--- src/rtl/lsu_pkg.sv ---
// lsu_pkg: shared constants and helpers for the load/store unit.
// FSM state encodings, RV32I funct3 size/sign codes, lane widths and
// legality helpers used by load_store_unit and lsu_lane_align.
package lsu_pkg;

    localparam logic [1:0] ST_IDLE  = 2'd0;
    localparam logic [1:0] ST_READ  = 2'd1;
    localparam logic [1:0] ST_WRITE = 2'd2;
    localparam logic [1:0] ST_DONE  = 2'd3;

    localparam logic [2:0] F3_B  = 3'b000;
    localparam logic [2:0] F3_H  = 3'b001;
    localparam logic [2:0] F3_W  = 3'b010;
    localparam logic [2:0] F3_BU = 3'b100;
    localparam logic [2:0] F3_HU = 3'b101;

    // Lane geometry of a 32-bit word: four byte lanes, two halfword lanes.
    localparam int BYTE_W = 8;
    localparam int HALF_W = 16;

    // Stores only come in signed-size flavours; loads also allow bu/hu.
    function automatic logic legalFunct3(input logic isStore, input logic [2:0] f3);
        logic ok;
        ok = (f3 == F3_B) || (f3 == F3_H) || (f3 == F3_W);
        if (!isStore) begin
            ok = ok || (f3 == F3_BU) || (f3 == F3_HU);
        end
        return ok;
    endfunction

    // Halfwords need an even address, words need a word-aligned address.
    function automatic logic misaligned(input logic [2:0] f3, input logic [1:0] lane);
        logic bad;
        bad = 1'b0;
        if ((f3 == F3_H) || (f3 == F3_HU)) begin
            bad = lane[0];
        end else if (f3 == F3_W) begin
            bad = (lane != 2'b00);
        end
        return bad;
    endfunction

endpackage

--- src/rtl/lsu_lane_align.sv ---
// lsu_lane_align: purely combinational byte/halfword lane handling.
// Load side extracts the addressed lane and sign/zero extends it; store
// side replaces the addressed lane of the old memory word with new data.
// Halfword lanes use lane_i[1] only, words ignore lane_i entirely.
module lsu_lane_align
    import lsu_pkg::*;
(
    input  logic [31:0] word_i,
    input  logic [31:0] wdata_i,
    input  logic [1:0]  lane_i,
    input  logic [2:0]  funct3_i,
    output logic [31:0] loadData_o,
    output logic [31:0] mergeData_o
);

    logic [4:0]  byteShift;
    logic [4:0]  halfShift;
    logic [31:0] byteWord;
    logic [31:0] halfWord;
    logic [7:0]  byteVal;
    logic [15:0] halfVal;
    logic [31:0] byteMask;
    logic [31:0] halfMask;

    assign byteShift = {lane_i, 3'b000};
    assign halfShift = {lane_i[1], 4'b0000};
    assign byteWord  = word_i >> byteShift;
    assign halfWord  = word_i >> halfShift;
    assign byteVal   = byteWord[BYTE_W-1:0];
    assign halfVal   = halfWord[HALF_W-1:0];
    assign byteMask  = 32'h0000_00FF << byteShift;
    assign halfMask  = 32'h0000_FFFF << halfShift;

    // Select the addressed lane and extend it to a full load result.
    always_comb begin
        loadData_o = 32'h0;
        case (funct3_i)
            F3_B:    loadData_o = {{24{byteVal[7]}}, byteVal};
            F3_H:    loadData_o = {{16{halfVal[15]}}, halfVal};
            F3_W:    loadData_o = word_i;
            F3_BU:   loadData_o = {24'h0, byteVal};
            F3_HU:   loadData_o = {16'h0, halfVal};
            default: loadData_o = 32'h0;
        endcase
    end

    // Overlay the low byte/half of the store data onto the old word.
    always_comb begin
        mergeData_o = word_i;
        case (funct3_i)
            F3_B: mergeData_o = (word_i & ~byteMask) | ({24'h0, wdata_i[7:0]} << byteShift);
            F3_H: mergeData_o = (word_i & ~halfMask) | ({16'h0, wdata_i[15:0]} << halfShift);
            F3_W: mergeData_o = wdata_i;
            default: mergeData_o = word_i;
        endcase
    end

endmodule

--- src/rtl/load_store_unit.sv ---
// load_store_unit: RV32I byte/halfword access on a word-only memory.
// Every access reads the word first (uniform timing); stores then write
// back the merged word in a single WRITE cycle.
// Optional build macro: MISALIGNED_ERR_EN turns misaligned half/word
// accesses into errors; without it the low address bits are ignored.
module load_store_unit
    import lsu_pkg::*;
#(
    parameter int ADDR_W = 32,
    parameter int DATA_W = 32
) (
    input  logic              clk,
    input  logic              rst,
    input  logic              req,
    input  logic              we,
    input  logic [2:0]        funct3,
    input  logic [ADDR_W-1:0] addr,
    input  logic [DATA_W-1:0] wdata,
    output logic              busy,
    output logic              done,
    output logic              err,
    output logic [DATA_W-1:0] rdata,
    output logic [ADDR_W-1:0] memAdr,
    output logic [DATA_W-1:0] writeData,
    output logic              memWrite,
    input  logic [DATA_W-1:0] readData
);

    logic [1:0]        state_q, state_d;
    logic [ADDR_W-1:0] addr_q;
    logic [2:0]        funct3_q;
    logic              we_q;
    logic [DATA_W-1:0] wdata_q;
    logic [DATA_W-1:0] word_q;
    logic [DATA_W-1:0] rdata_q;
    logic              err_q;

    logic              illegal;
    logic [DATA_W-1:0] alignWord;
    logic [DATA_W-1:0] loadData;
    logic [DATA_W-1:0] mergeData;

    // Decide legality from the latched operands (size code, optionally alignment).
    always_comb begin
        illegal = !legalFunct3(we_q, funct3_q);
`ifdef MISALIGNED_ERR_EN
        illegal = illegal || misaligned(funct3_q, addr_q[1:0]);
`else
        illegal = illegal;
`endif
    end

    // In READ the load result comes straight from memory; later the captured word is merged.
    assign alignWord = (state_q == ST_READ) ? readData : word_q;

    lsu_lane_align u_align (
        .word_i      (alignWord),
        .wdata_i     (wdata_q),
        .lane_i      (addr_q[1:0]),
        .funct3_i    (funct3_q),
        .loadData_o  (loadData),
        .mergeData_o (mergeData)
    );

    // Next-state logic for the IDLE -> READ -> (WRITE) -> DONE sequence.
    always_comb begin
        state_d = state_q;
        case (state_q)
            ST_IDLE:  if (req) state_d = ST_READ;
            ST_READ:  state_d = (we_q && !illegal) ? ST_WRITE : ST_DONE;
            ST_WRITE: state_d = ST_DONE;
            ST_DONE:  state_d = ST_IDLE;
            default:  state_d = ST_IDLE;
        endcase
    end

    // State, operand latches, captured memory word, error flag and load result.
    always_ff @(posedge clk) begin
        if (rst) begin
            state_q  <= ST_IDLE;
            addr_q   <= '0;
            funct3_q <= '0;
            we_q     <= 1'b0;
            wdata_q  <= '0;
            word_q   <= '0;
            rdata_q  <= '0;
            err_q    <= 1'b0;
        end else begin
            state_q <= state_d;
            if (state_q == ST_IDLE && req) begin
                addr_q   <= addr;
                funct3_q <= funct3;
                we_q     <= we;
                wdata_q  <= wdata;
                err_q    <= 1'b0;
            end
            if (state_q == ST_READ) begin
                word_q <= readData;
                err_q  <= illegal;
                if (!we_q && !illegal) begin
                    rdata_q <= loadData;
                end
            end
        end
    end

    assign busy      = (state_q != ST_IDLE);
    assign done      = (state_q == ST_DONE);
    assign err       = (state_q == ST_DONE) && err_q;
    assign rdata     = rdata_q;
    assign memWrite  = (state_q == ST_WRITE) && !rst;
    assign writeData = mergeData;
    assign memAdr    = ((state_q == ST_READ) || (state_q == ST_WRITE)) ?
                       {addr_q[ADDR_W-1:2], 2'b00} : '0;

endmodule

--- config.mk ---
export PLATFORM = sky130hd
export DESIGN_NAME = load_store_unit
export DESIGN_NICKNAME = d
export VERILOG_FILES = /design/src/rtl/lsu_pkg.sv /design/src/rtl/lsu_lane_align.sv /design/src/rtl/load_store_unit.sv
export SDC_FILE = /design/constraint.sdc
export NUM_CORES = 1
export LEC_CHECK = 0
export ABC_AREA = 1
export CAP_MARGIN = 20
export CORE_ASPECT_RATIO = 0.75
export CORE_MARGIN = 2
export CORE_UTILIZATION = 48
export CTS_CLUSTER_DIAMETER = 30
export CTS_CLUSTER_SIZE = 28
export DETAILED_ROUTE_END_ITERATION = 8
export GPL_TIMING_DRIVEN = 0
export HOLD_SLACK_MARGIN = 0.06
export PLACE_DENSITY_LB_ADDON = 0.12
export SLEW_MARGIN = 10
export SYNTH_ARGS = -nofsm -noshare
export SYNTH_HDL_FRONTEND = slang
export SYNTH_SLANG_ARGS = --single-unit
--- constraint.sdc ---
create_clock -name clk -period 2 [get_ports clk]
set_input_delay 0.3 -clock clk [delete_from_list [all_inputs] [get_ports clk]]
set_output_delay 0.3 -clock clk [all_outputs]
set_load 0.05 [all_outputs]
==> impl_metrics.env <==
export IMPL_cts_root_buf="clkbuf_16"
export IMPL_core_region_area_um2=13700
export IMPL_start_util=0.4921
export IMPL_setup_viol=62
export IMPL_syn_area_per_cell_um2=6.565
export IMPL_slew_headroom=0.4716
export IMPL_antenna_found_initial=0
export IMPL_synth_cell_types=33
export IMPL_ys_flop_type="dfxtp_1"
export IMPL_crit_path_end_kind="primary output"
export IMPL_multiInputGateArea_um2=3914
export IMPL_ios=203
export IMPL_die_height_um=106.6
export IMPL_cts_clk_slew_worst_paths_ns=0.06
export IMPL_vias_per_cell=5.373
export IMPL_whs_path_depth=2
export IMPL_critPathMaxFanout=8
export IMPL_syn_inst=1027
export IMPL_crit_arrival_ns=2.08
export IMPL_ys_async_sr_fraction=0
export IMPL_hpwl_um=18410
export IMPL_hold_ws_ns=0.4635
export IMPL_drt_iter0_markers=996
export IMPL_dieArea_um2=15020
export IMPL_clock_latency_ns=0.42
export IMPL_use_met1=0.4821
export IMPL_synth_edf_count=0
export IMPL_crit_required_ns=1.70
export IMPL_hold_start="rdata[13]"
export IMPL_syn2layout_area_growth_pct=59.18
export IMPL_ys_ff_latch=135
export IMPL_use_met3=0.1032
export IMPL_gp_congestion=1.009
export IMPL_cts_tree="built"
export IMPL_yosysSeqAreaShare=0.4008
export IMPL_overflow=0
export IMPL_dp_cells=1402
export IMPL_grt_max_degree=17
export IMPL_grt_pass1_wl_um=39410
export IMPL_portBuffers=199
export IMPL_nNetsFinal=1404
export IMPL_grt_usage=0.3404
export IMPL_power_leakage_nw=4.683
export IMPL_power_density_nw_per_um2=1763
export IMPL_min_period_ns=2.383
export IMPL_max_freq_ghz=0.4197
export IMPL_drive_above_1_share=0.2383
export IMPL_fin_cells=1484
export IMPL_wirelength_um=26350
export IMPL_status="complete, but fails checks"
export IMPL_first_global_vias=7357
export IMPL_vias=7974
export IMPL_final_common_cell="nand2_1"
export IMPL_drc=0
export IMPL_final_cell_mix="nand2_1, nor2_1, clkdlybuf4s50_1, dfxtp_1, inv_1"
export IMPL_worst_slack_ns=-0.3828
export IMPL_worst_pin_slew_ns=0.7926
export IMPL_rr_endpoint="rdata[25]"
export IMPL_cts_sinks=135
export IMPL_clk_path_buf_depth=2
export IMPL_violations="setup timing"
export IMPL_wl_per_cell_um=17.76
export IMPL_drv_slew=0
export IMPL_hold_viol=0
export IMPL_ys_warnings_count=0
export IMPL_vdd_ir_drop_max_mv=1.079
export IMPL_cts_buffers=17
export IMPL_critPathLaunchType="register"
export IMPL_grt_busiest_layer="met2"
export IMPL_dr_pass1_iters=6
export IMPL_diodes=0
export IMPL_nFillCells=1021
export IMPL_worst_setup_path_type="register to primary output"
export IMPL_register_area_um2=2718
export IMPL_die_w_um=140.9
export IMPL_hold_end="rdata[13]"
export IMPL_drv_cap=0
export IMPL_rows=37
export IMPL_grt_setup_unrepaired="true"
export IMPL_fin_crit_sh=1.191
export IMPL_netlist_area_um2=6743
export IMPL_ant_nets=0
export IMPL_grt_util_met2=0.4951
export IMPL_post_place_ws_ns=-1.153
export IMPL_fin_tns_setup_ns=-11.60
export IMPL_htreeDepth=4
export IMPL_fin_util=0.7832
export IMPL_hold_class="register to register"
export IMPL_skew_ns=0.009235
export IMPL_reg2reg_depth=13
export IMPL_postCtsHoldBufs=0
export IMPL_r2r_slack_ns=0.05
export IMPL_r2r_start="state_q[0]"
-- critical path, cell delays in order (launching register included) --
cell and delay [ns]:
dfxtp_2 0.38, ha_4 0.23, clkinv_4 0.08, buf_12 0.14, o21ai_4 0.23, nor2_1 0.08
o21ai_1 0.16, o2111ai_2 0.16, buf_6 0.19
-- layout make-up --
cell class | count | area share
multi-input combinational | 700 | 0.3647
sequential | 135 | 0.2532
timing repair buffer | 251 | 0.2221
inverter | 133 | 0.04885
clock buffer | 20 | 0.04162
buffer | 58 | 0.03812
tap | 175 | 0.02040
clock inverter | 12 | 0.01107
-- routing by layer --
metal	share of wire	vias to the layer above
met4	0.028	0
li1	-	3781
met5	0	-
met1	0.42	3593
met2	0.41	514
met3	0.13	86
-- logic make-up (layout without fill, tap and decap cells) --
group,Yosys count,after routing,share of synthesized area
AND/OR/NAND/NOR,452,452,0.2655
AO/OA/AOI/OAI,241,241,0.2060
buffers and inverters,193,474,0.1178
flip-flops,135,135,0.4008
adder cells (fa/ha/maj),5,5,0.009278
other,1,2,0.0005562
-- worst max path at each step --
stage | to | depth (start not counted) | from | slack [ns]
floorplan | writeData[12] | 7 | state_q[1] | -0.20
global placement | writeData[19] | 8 | state_q[1] | -1.19
detailed placement | writeData[16] | 8 | state_q[1] | -1.15
CTS | writeData[17] | 8 | state_q[1] | -0.36
global route | writeData[29] | 9 | state_q[1] | -0.42
finish | writeData[29] | 8 | state_q[0] | -0.38
-- sequential cells by signal, indices dropped and copies added, names as in the netlist --
register	flops
addr_q	32
rdata	32
wdata_q	32
word_q	32
funct3_q	3
state_q	2
err_q	1
we_q	1
-- cell usage after synthesis, types with 7 or more instances --
cell type	number	area share
clkbuf_1	38	0.021
o21ai_0	120	0.089
a21oi_1	52	0.039
o221ai_1	8	0.010
o21ai_1	18	0.013
nand2_1	253	0.14
nand3_1	10	0.0074
nor2_1	166	0.092
inv_2	10	0.0056
a21oi_2	12	0.016
o21ai_2	8	0.010
a22oi_1	7	0.0078
buf_2	13	0.0096
inv_1	121	0.067
dfxtp_1	135	0.40
-- where the power goes --
group | switching (mW) | internal [mW]
Clock | 1.31 | 1.76
Sequential | 0.448 | 3.41
Combinational | 7.81 | 4.18
Total | 9.57 | 9.35
-- per-stage QoR --
step,area (um^2),power [mW]
finish,10730,18.92
global route,10730,19.68
global placement,9251,13.46
CTS,10410,17.94
floorplan,7041,10.46
detailed placement,9251,13.54
-- timing repair --
action / CTS / global route
pin swaps: 32 / 20
setup endpoints to repair: 88 / 107
gates resized for setup: 520 / 58
buffers inserted: 32 / 21
Note: power is estimated with default switching activity, not from simulation.
